===== src/rtl/nibble_parity_receiver_if.sv =====
// ---------------------------------------------------------------------------
// nibble_parity_receiver_if
// Bundles the serial-frame request/data lines and the assembled-nibble
// results that pass between a frame source and the nibble parity receiver.
//
//   start       source -> rx : one-cycle request to open a frame
//   bit_in      source -> rx : serial data / parity bit
//   bit_valid   source -> rx : qualifies bit_in for one clock
//   data_out    rx -> source : last completed nibble (4 parallel lines)
//   parity_out  rx -> source : parity regenerated from data_out
//   parity_err  rx -> source : received parity disagreed on last frame
//   frame_valid rx -> source : one-cycle pulse, results just updated
//   frame_abort rx -> source : one-cycle pulse, frame dropped on timeout
//   busy        rx -> source : receiver is inside a frame
//
// master = frame source side, slave = receiver side.
// ---------------------------------------------------------------------------
interface nibble_parity_receiver_if;
    logic       start;
    logic       bit_in;
    logic       bit_valid;
    logic [3:0] data_out;
    logic       parity_out;
    logic       parity_err;
    logic       frame_valid;
    logic       frame_abort;
    logic       busy;

    modport master (
        output start, bit_in, bit_valid,
        input  data_out, parity_out, parity_err, frame_valid, frame_abort, busy
    );

    modport slave (
        input  start, bit_in, bit_valid,
        output data_out, parity_out, parity_err, frame_valid, frame_abort, busy
    );
endinterface


===== src/rtl/nibble_parity_receiver.sv =====
// ---------------------------------------------------------------------------
// nibble_parity_receiver
// Collects a 4-bit serial nibble followed by one parity bit, regenerates the
// parity of the nibble and reports whether the received parity disagreed.
// The assembled nibble is presented on four parallel lines for the
// downstream 4-input parity gate stage.
//
// Parameters
//   ODD_PARITY : 1 = odd parity (expected bit = XNOR of data), 0 = even (XOR)
//   MSB_FIRST  : 1 = first data bit lands in data_out[3], 0 = in data_out[0]
//   TIMEOUT    : idle clocks tolerated between accepted bits (2..255)
//
// Ports
//   clk  : rising-edge clock
//   rst  : asynchronous, active-high reset
//   bus  : nibble_parity_receiver_if.slave (start/bit_in/bit_valid in,
//          data_out/parity_out/parity_err/frame_valid/frame_abort/busy out)
// All outputs come straight from flops.
// ---------------------------------------------------------------------------
module nibble_parity_receiver #(
    parameter int ODD_PARITY = 1,
    parameter int MSB_FIRST  = 1,
    parameter int TIMEOUT    = 16
) (
    input  logic                            clk,
    input  logic                            rst,
    nibble_parity_receiver_if.slave         bus
);

    typedef enum logic [1:0] {
        S_IDLE = 2'd0,
        S_DATA = 2'd1,
        S_PAR  = 2'd2,
        S_DONE = 2'd3
    } state_t;

    // The abort fires on the idle clock that would bring the count to
    // TIMEOUT, so the comparison is against TIMEOUT-1.
    localparam logic [7:0] TMO_LAST = 8'(TIMEOUT - 1);

    // Expected parity bit for a nibble under the configured parity sense.
    function automatic logic f_parity(input logic [3:0] d);
        logic p;
        if (ODD_PARITY != 0) begin
            p = ~(^d);
        end else begin
            p = ^d;
        end
        return p;
    endfunction

    // Shift one serial bit into the nibble in the configured direction.
    function automatic logic [3:0] f_shift_in(input logic [3:0] cur, input logic b);
        logic [3:0] nxt;
        if (MSB_FIRST != 0) begin
            nxt = {cur[2:0], b};
        end else begin
            nxt = {b, cur[3:1]};
        end
        return nxt;
    endfunction

    state_t     r_state;
    logic [3:0] r_shift;
    logic [1:0] r_bit_cnt;
    logic [7:0] r_tmo_cnt;
    logic       r_rx_par;
    logic [3:0] r_data;
    logic       r_parity;
    logic       r_err;
    logic       r_fvalid;
    logic       r_fabort;
    logic       r_busy;

    state_t     w_state;
    logic [3:0] w_shift;
    logic [1:0] w_bit_cnt;
    logic [7:0] w_tmo_cnt;
    logic       w_rx_par;
    logic [3:0] w_data;
    logic       w_parity;
    logic       w_err;
    logic       w_fvalid;
    logic       w_fabort;
    logic       w_busy;

    // Next-state and next-output decode for the frame FSM.
    always_comb begin
        w_state   = r_state;
        w_shift   = r_shift;
        w_bit_cnt = r_bit_cnt;
        w_tmo_cnt = r_tmo_cnt;
        w_rx_par  = r_rx_par;
        w_data    = r_data;
        w_parity  = r_parity;
        w_err     = r_err;
        w_fvalid  = 1'b0;
        w_fabort  = 1'b0;

        case (r_state)
            S_IDLE: begin
                // bit_valid in the start cycle is deliberately not looked at.
                if (bus.start) begin
                    w_state   = S_DATA;
                    w_shift   = 4'b0000;
                    w_bit_cnt = 2'd0;
                    w_tmo_cnt = 8'd0;
                end else begin
                    w_state   = S_IDLE;
                end
            end

            S_DATA: begin
                if (bus.bit_valid) begin
                    w_shift   = f_shift_in(r_shift, bus.bit_in);
                    w_tmo_cnt = 8'd0;
                    if (r_bit_cnt == 2'd3) begin
                        w_state   = S_PAR;
                        w_bit_cnt = 2'd0;
                    end else begin
                        w_bit_cnt = r_bit_cnt + 2'd1;
                    end
                end else if (r_tmo_cnt == TMO_LAST) begin
                    w_state   = S_IDLE;
                    w_fabort  = 1'b1;
                    w_tmo_cnt = 8'd0;
                end else begin
                    w_tmo_cnt = r_tmo_cnt + 8'd1;
                end
            end

            S_PAR: begin
                if (bus.bit_valid) begin
                    w_rx_par  = bus.bit_in;
                    w_tmo_cnt = 8'd0;
                    w_state   = S_DONE;
                end else if (r_tmo_cnt == TMO_LAST) begin
                    w_state   = S_IDLE;
                    w_fabort  = 1'b1;
                    w_tmo_cnt = 8'd0;
                end else begin
                    w_tmo_cnt = r_tmo_cnt + 8'd1;
                end
            end

            S_DONE: begin
                // Parity is regenerated from the data nibble only.
                w_fvalid = 1'b1;
                w_data   = r_shift;
                w_parity = f_parity(r_shift);
                w_err    = r_rx_par ^ f_parity(r_shift);
                w_state  = S_IDLE;
            end

            default: begin
                w_state = S_IDLE;
            end
        endcase

        // busy is registered from the next state so it tracks the state flop.
        w_busy = (w_state != S_IDLE);
    end

    // State, datapath and output registers.
    always_ff @(posedge clk or posedge rst) begin
        if (rst) begin
            r_state   <= S_IDLE;
            r_shift   <= 4'b0000;
            r_bit_cnt <= 2'd0;
            r_tmo_cnt <= 8'd0;
            r_rx_par  <= 1'b0;
            r_data    <= 4'b0000;
            r_parity  <= f_parity(4'b0000);
            r_err     <= 1'b0;
            r_fvalid  <= 1'b0;
            r_fabort  <= 1'b0;
            r_busy    <= 1'b0;
        end else begin
            r_state   <= w_state;
            r_shift   <= w_shift;
            r_bit_cnt <= w_bit_cnt;
            r_tmo_cnt <= w_tmo_cnt;
            r_rx_par  <= w_rx_par;
            r_data    <= w_data;
            r_parity  <= w_parity;
            r_err     <= w_err;
            r_fvalid  <= w_fvalid;
            r_fabort  <= w_fabort;
            r_busy    <= w_busy;
        end
    end

    assign bus.data_out    = r_data;
    assign bus.parity_out  = r_parity;
    assign bus.parity_err  = r_err;
    assign bus.frame_valid = r_fvalid;
    assign bus.frame_abort = r_fabort;
    assign bus.busy        = r_busy;

endmodule


===== src/flat_wrapper.sv =====
// flat-port wrapper written by rule: the top's interface ports become plain ports
module nibble_parity_receiver_flat 
#(
    parameter int ODD_PARITY = 1,
    parameter int MSB_FIRST  = 1,
    parameter int TIMEOUT    = 16
)
  (clk, rst, bus_start, bus_bit_in, bus_bit_valid, bus_data_out, bus_parity_out, bus_parity_err, bus_frame_valid, bus_frame_abort, bus_busy);
  nibble_parity_receiver_if bus_i ();
  input  logic clk;
  input  logic rst;
  input wire logic [$bits(bus_i.start)-1:0] bus_start;
  input wire logic [$bits(bus_i.bit_in)-1:0] bus_bit_in;
  input wire logic [$bits(bus_i.bit_valid)-1:0] bus_bit_valid;
  output wire logic [$bits(bus_i.data_out)-1:0] bus_data_out;
  output wire logic [$bits(bus_i.parity_out)-1:0] bus_parity_out;
  output wire logic [$bits(bus_i.parity_err)-1:0] bus_parity_err;
  output wire logic [$bits(bus_i.frame_valid)-1:0] bus_frame_valid;
  output wire logic [$bits(bus_i.frame_abort)-1:0] bus_frame_abort;
  output wire logic [$bits(bus_i.busy)-1:0] bus_busy;
  assign bus_i.start = bus_start;
  assign bus_i.bit_in = bus_bit_in;
  assign bus_i.bit_valid = bus_bit_valid;
  assign bus_data_out = bus_i.data_out;
  assign bus_parity_out = bus_i.parity_out;
  assign bus_parity_err = bus_i.parity_err;
  assign bus_frame_valid = bus_i.frame_valid;
  assign bus_frame_abort = bus_i.frame_abort;
  assign bus_busy = bus_i.busy;
  nibble_parity_receiver #(.ODD_PARITY(ODD_PARITY), .MSB_FIRST(MSB_FIRST), .TIMEOUT(TIMEOUT)) u_core (.clk(clk), .rst(rst), .bus(bus_i));
endmodule

===== config.mk =====
export PLATFORM = sky130hd
export DESIGN_NAME = nibble_parity_receiver_flat
export DESIGN_NICKNAME = d
export VERILOG_FILES = /design/src/rtl/nibble_parity_receiver_if.sv /design/src/rtl/nibble_parity_receiver.sv /design/src/flat_wrapper.sv
export SDC_FILE = /design/constraint.sdc
export NUM_CORES = 1
export LEC_CHECK = 0
export CORE_MARGIN = 2
export CORE_UTILIZATION = 30
export CTS_BUF_LIST = sky130_fd_sc_hd__clkbuf_8
export CTS_CLUSTER_DIAMETER = 30
export DETAILED_ROUTE_END_ITERATION = 6
export PLACE_DENSITY = 0.56
export SLEW_MARGIN = 20
export SYNTH_ARGS = -nofsm -noshare
export SYNTH_HDL_FRONTEND = slang
export SYNTH_SLANG_ARGS = --single-unit

===== constraint.sdc =====
create_clock -name clk -period 1.45 [get_ports clk]
set_input_delay 0.29 -clock clk [delete_from_list [all_inputs] [get_ports clk]]
set_output_delay 0.29 -clock clk [all_outputs]
set_load 0.03 [all_outputs]

==> results of run 1 <==
==> layout make-up <==
type                            instances  area (µm²)  share of cell area [%]
Multi-Input combinational cell         85         704                    39.5
Timing Repair Buffer                   33         275                    15.4
Tap cell                               50        62.6                    3.51
Clock buffer                            3        41.3                    2.31
Inverter                                5        18.8                    1.05
Sequential cell                        26         652                    36.5
Clock inverter                          1        30.0                    1.68
==> registers in the layout (all words and copies together) (netlist names) <==
register / cells
u_core.bus.busy: 1
u_core.bus.data_out: 4
u_core.bus.frame_abort: 1
u_core.bus.frame_valid: 1
u_core.bus.parity_err: 1
u_core.bus.parity_out: 1
u_core.r_bit_cnt: 2
u_core.r_rx_par: 1
u_core.r_shift: 4
u_core.r_state: 2
u_core.r_tmo_cnt: 8
==> worst max-delay path: stages, from the launching register on <==
cell     delay, ns
dfrtp_1       0.42
inv_2         0.09
ha_4          0.20
mux2_4        0.32
nand4_1       0.11
xor2_1        0.16
nor2_1        0.06
==> cells by family (layout without fill, tap and decap cells) <==
group	after synthesis	after routing	synth area share [%]
and+or+nand+nor	42	42	16.5
DFF	26	26	50.7
AOI/OAI and AO/OA	19	19	10.6
xor gates and xnor gates	9	9	6.13
muxes	9	9	7.69
buffers and inverters	8	42	2.53
adders and majority gates	6	6	5.84
==> timing repair <==
item,in CTS,in global routing
hold buffers,0,0
gates resized for setup,20,3
endpoints found under the setup margin,23,14
pin swaps,4,6
==> placed cells by master (no fill, tap or decap), drive strengths merged <==
cell type / instances
and4bb: 1
dfrtp: 25
ha: 6
clkbuf: 3
clkdlybuf4s50: 4
buf: 21
nand4: 2
mux2: 7
a31o: 4
o21ai: 7
a32o: 1
o21a: 1
inv: 5
bufinv: 1
a221oi: 1
and2: 1
nand3: 8
xor2: 5
nand2: 8
and3: 1
o21bai: 2
mux2i: 2
nor2: 14
a21oi: 3
nor2b: 6
xnor2: 4
dlygate4sd2: 8
and4: 1
dfstp: 1
==> per-stage QoR <==
stage | hold WS (ns) | setup TNS, ns
6_report | 0.198 | -0.0875
5_1_grt | 0.207 | -1.03
4_1_cts | 0.195 | -0.0790
3_5_place_dp | 0.495 | -2.00
3_3_place_gp | 0.491 | -1.37
2_1_floorplan | 0.329 | -0.298
==> power breakdown <==
group	internal [W]	leakage, nW	switching, W
combinational	0.000750	0.454	0.000732
sequential	0.000892	0.349	0.000117
clock	0.000369	0.0357	0.000226
==> metal layers <==
layer	routed length, µm	up-vias	GRT usage (%)
met5	0	-	0
met4	14	0	2.40
met3	64	2	3.05
met2	1340	11	21.0
met1	1230	484	15.3
li1	-	480	-
==> worst paths after layout <==
| path | start | to | cells after the start |
|---|---|---|---|
| setup / recovery | u_core.r_state[0] | u_core.r_tmo_cnt[7] | 6 |
| hold / removal | rst | u_core.bus.parity_err | 2 |
| setup reg to reg | u_core.r_state[0] | u_core.r_tmo_cnt[7] | 6 |
| hold reg to reg | u_core.bus.data_out[3] | u_core.bus.data_out[3] | 1 |
| max in group asynchronous | rst | u_core.r_state[0] | 3 |
| min in group clk | u_core.bus.data_out[3] | u_core.bus.data_out[3] | 1 |
==> impl_metrics.py, run 1 <==
metrics = {
    "clock_tree": {
        "cts_max_path_buffers": 2,
        "cts_buffers": 3,
        "clock_tree.htree_level_count": 1,
        "clk_latency_ns": 0.27,
        "cts_tree": "done",
        "clk_pin_slew_ns": 0.09,
        "cts.sinks": 26,
        "postCtsSetupBuffers": 0,
        "cts-root-buf": "clkbuf_8",
    },
    "logic_synthesis": {
        "syn_area_per_cell_um2": 10.8,
        "synth_cell_type_count": 29,
        "yosysTopAreaCell": "dfrtp_1",
        "ys_seq_elements": 26,
        "synth_nets": 130,
        "synth_warnings": 0,
        "synthFlopType": "dfrtp_1",
        "synth_most_common_cell": "dfrtp_1",
        "netlist_area_um2": 1290,
        "synth_seq_area_share_pct": 50.7,
        "synth_top_area_share_pct": 48.6,
        "async_flop_share_pct": 100,
        "synthTopCellsByArea": "dfrtp_1, mux2_2, ha_1",
        "synth_edf_count": 0,
        "postSynthCellCount": 119,
        "synthTopCellsByCount": "dfrtp_1, nor2_1, nand2_1, nand3_1",
    },
    "finish": {
        "layout.nets": 165,
        "layout-drive-gt1-share_pct": 35.9,
        "area_delta_synth_final_pct": 38.7,
        "fin_util_pct": 44.0,
        "fillCellCount": 386,
        "finalNonFillerCells": 203,
        "stdcell_area_um2": 1780,
        "antenna-diode-count": 0,
    },
    "drt": {
        "finalWirelength_mm": 2.65,
        "drtAntennaViolNets": 0,
        "vias_per_cell": 4.81,
        "drc_errors": 0,
        "first_pass_iters": 2,
        "vias": 977,
        "wire_per_inst_um": 13.0,
        "drtIter0Drc": 14,
    },
    "sta": {
        "setup_slack_ns": -0.0309,
        "slew_viol_final": 0,
        "setup_viol": 4,
        "hold_violations": 0,
        "period_share_pct": 102,
        "clock.fmax_mhz": 675,
        "slew_headroom_pct": 76.3,
        "clock_skew_ns": 0.00428,
        "rsz0062_at_grt": "yes",
        "tightest_slew_ns": 0.356,
        "period_minus_slack_ns": 1.48,
    },
    "floorplan": {
        "initial_core_util_pct": 31.7,
        "dieArea_um2": 4830,
        "die_y_um": 69.5,
        "rows": 23,
        "ios": 14,
        "die_x_um": 69.5,
        "core_area_um2": 4060,
    },
    "placed_design": {
        "dp.cells": 199,
        "hpwl_mm": 2.05,
        "numPortBuffers": 13,
        "pre_cts_ws_ns": -0.201,
        "dpl-instance-area_um2": 1650,
        "place.gp.congestion": 0.820,
    },
    "status": {
        "violations": "negative setup slack",
        "status": "finished with violations",
    },
    "global_route": {
        "grt_overflow": 0,
        "grt_start_max_net_pins": 16,
        "grt_first_pass_wirelength_mm": 4.77,
        "grt_usage_pct": 12.1,
        "antenna_found_initial": 0,
        "grt_pass1_vias": 1028,
    },
    "pwr": {
        "peakVddDrop_mv": 0.926,
        "total_power_w": 0.00309,
        "power.static_leakage_nw": 0.839,
        "cellPowerDensity_nw_per_um2": 1730,
    },
    "critical_path": {
        "worstSetupEndpointType": "register",
        "crit_path_start_kind": "register",
        "path_class": "reg2reg",
        "worst-endpoint-required_ns": 1.61,
        "worst-r2r-setup-slack_ns": -0.03,
        "worstPathArrival_ns": 1.64,
        "cp_max_fo": 8,
    },
    "job": {
        "drv_cap": 0,
    },
    "hold_path": {
        "hold_class": "in2async",
    },
}
Note: power is estimated with default switching activity, not from simulation.
==> run 2, diff against run 1 <==
Settings changed: CORE_UTILIZATION 30 to 55, PLACE_DENSITY 0.56 to 0.85.
Clock period 1.45 ns to 1.7 ns, I/O delays scaled along.
==> run 2 against run 1 <==
Combinational power decreased by 35%. Critical path type unchanged. Largest cell class is now sequential cells. Total power is 28% lower. The flow now finishes without violations. Critical endpoint is now u_core.r_tmo_cnt[4]. Clock-buffer cell count increased by 1.
==> impl_metrics.py, run 2 (synthesis gave the netlist of run 1 again) <==
metrics = {
    "drt": {
        "finalWirelength_mm": 2.41,
        "drtIter0Drc": 22,
        "wire_per_inst_um": 14.4,
        "drc_errors": 0,
        "vias_per_cell": 5.57,
        "vias": 930,
        "first_pass_iters": 5,
        "drtAntennaViolNets": 0,
    },
    "sta": {
        "period_share_pct": 96.3,
        "slew_viol_final": 0,
        "clock.fmax_mhz": 611,
        "hold_violations": 0,
        "period_minus_slack_ns": 1.64,
        "setup_slack_ns": 0.0630,
        "clock_skew_ns": 0.00512,
        "tightest_slew_ns": 0.280,
        "slew_headroom_pct": 80.8,
        "setup_viol": 0,
    },
    "critical_path": {
        "worstSetupEndpointType": "register",
        "cp_max_fo": 9,
        "timing.rr.end": "u_core.r_tmo_cnt[4]",
        "cp_num_buf_inv": 1,
        "worstPathArrival_ns": 1.79,
        "crit_path_start_kind": "register",
        "r2r_cells": 6,
        "critPathMaxStageDelay_ns": 0.44,
        "path_class": "reg2reg",
        "cpMaxStageDelayCell": "dfrtp_1",
        "cp_top_family": "flip-flops",
        "worst-endpoint-required_ns": 1.85,
        "cp_cell_sequence": "inv_1, ha_2, mux2_4, nand4_1, xor2_1, nor2_1",
        "worst-r2r-setup-slack_ns": 0.06,
        "r2r_start": "u_core.r_state[0]",
    },
    "clock_tree": {
        "cts_buffers": 3,
        "clock_tree.htree_level_count": 1,
        "cts_tree": "done",
        "cts.sinks": 26,
        "clk_pin_slew_ns": 0.09,
        "cts-root-buf": "clkbuf_8",
        "clk_latency_ns": 0.27,
        "cts_max_path_buffers": 2,
        "postCtsSetupBuffers": 0,
    },
    "floorplan": {
        "rows": 17,
        "die_x_um": 52.4,
        "die_y_um": 52.4,
        "core_area_um2": 2210,
        "initial_core_util_pct": 58.1,
        "dieArea_um2": 2740,
        "ios": 14,
    },
    "placed_design": {
        "dp.cells": 163,
        "hpwl_mm": 1.78,
        "numPortBuffers": 13,
        "place.gp.congestion": 0.860,
        "pre_cts_ws_ns": 0.00340,
    },
    "pwr": {
        "total_power_w": 0.00223,
        "clockPowerShare_pct": 17.6,
        "switching_share_pct": 37.0,
        "power.static_leakage_nw": 0.745,
        "peakVddDrop_mv": 1.44,
        "internal-power_w": 0.00140,
        "combPwrFrac_pct": 43.2,
        "cellPowerDensity_nw_per_um2": 1440,
        "seqPwrFrac_pct": 39.1,
        "switchingPower_w": 0.000824,
    },
    "finish": {
        "antenna-diode-count": 0,
        "layout_commonest_cell": "dfrtp_1",
        "largest_register": "u_core.r_tmo_cnt",
        "area_delta_synth_final_pct": 20.3,
        "fin_util_pct": 70.0,
        "fillCellCount": 167,
        "layout-drive-gt1-share_pct": 19.4,
        "layout_common_cells": "dfrtp_1, nor2_1, clkdlybuf4s50_1",
        "largest_reg_flops": 8,
        "layout.nets": 151,
        "finalNonFillerCells": 167,
    },
    "global_route": {
        "grt_pass1_vias": 933,
        "grt_usage_pct": 20.9,
        "grt_start_max_net_pins": 27,
        "grt_overflow": 0,
        "antenna_found_initial": 0,
        "grt_first_pass_wirelength_mm": 4.07,
    },
    "status": {
        "status": "finished clean",
    },
    "job": {
        "drv_cap": 0,
    },
    "hold_path": {
        "hold_class": "in2async",
    },
}
run 2: what timing repair did:
item | in CTS | in global routing
hold buffers | 0 | 0
endpoints found under the setup margin | 6 | 12
gates resized for setup | 2 | 3
run 2: cell type report:
type | instances | area (µm²) | area share (%)
Multi-Input combinational cell | 85 | 611 | 39.5
Inverter | 5 | 18.8 | 1.21
Clock buffer | 4 | 55.1 | 3.56
Tap cell | 28 | 35.0 | 2.26
Timing Repair Buffer | 19 | 176 | 11.4
Sequential cell | 26 | 652 | 42.1
run 2: metal layers:
| metal | routed length, µm | track usage, % | vias up |
|---|---|---|---|
| met1 | 1010 | 25.0 | 446 |
| met4 | 13 | 6.41 | 0 |
| met5 | 0 | 0 | - |
| met3 | 140 | 7.71 | 2 |
| met2 | 1240 | 35.0 | 30 |
| li1 | - | - | 452 |
run 2: power groups by stage:
stage	registers, W	logic [W]	clock network, W
2_1_floorplan	0.000945	0.000579	0
3_3_place_gp	0.000868	0.000898	0
3_5_place_dp	0.000883	0.000944	0
4_1_cts	0.000870	0.000946	0.000407
5_1_grt	0.000894	0.00105	0.000435
6_report	0.000872	0.000964	0.000393
run 2: per-stage QoR:
stage          hold WS [ns]  setup TNS, ns  cell area, µm²
2_1_floorplan         0.379              0            1290
6_report              0.414              0            1550
3_5_place_dp          0.502              0            1480
5_1_grt               0.441       -0.00484            1550
3_3_place_gp          0.485              0            1480
4_1_cts               0.419              0            1540
run 2: worst min-delay path, delay by kind of cell:
kind | cells | cell delay [ns]
buf+inv | 3 | 0.75
run 2: how the worst max path moves through the flow:
stage	slack [ns]	to	from	cells after the start
2_1_floorplan	0.12	u_core.r_shift[1]	u_core.r_state[0]	7
3_3_place_gp	0.05	u_core.r_tmo_cnt[4]	u_core.r_state[0]	6
3_5_place_dp	0.003	u_core.r_shift[3]	bus_bit_valid	5
4_1_cts	0.02	u_core.r_tmo_cnt[4]	u_core.r_state[0]	6
5_1_grt	-0.003	u_core.r_bit_cnt[0]	u_core.r_state[0]	7
6_report	0.06	u_core.r_tmo_cnt[4]	u_core.r_state[0]	6
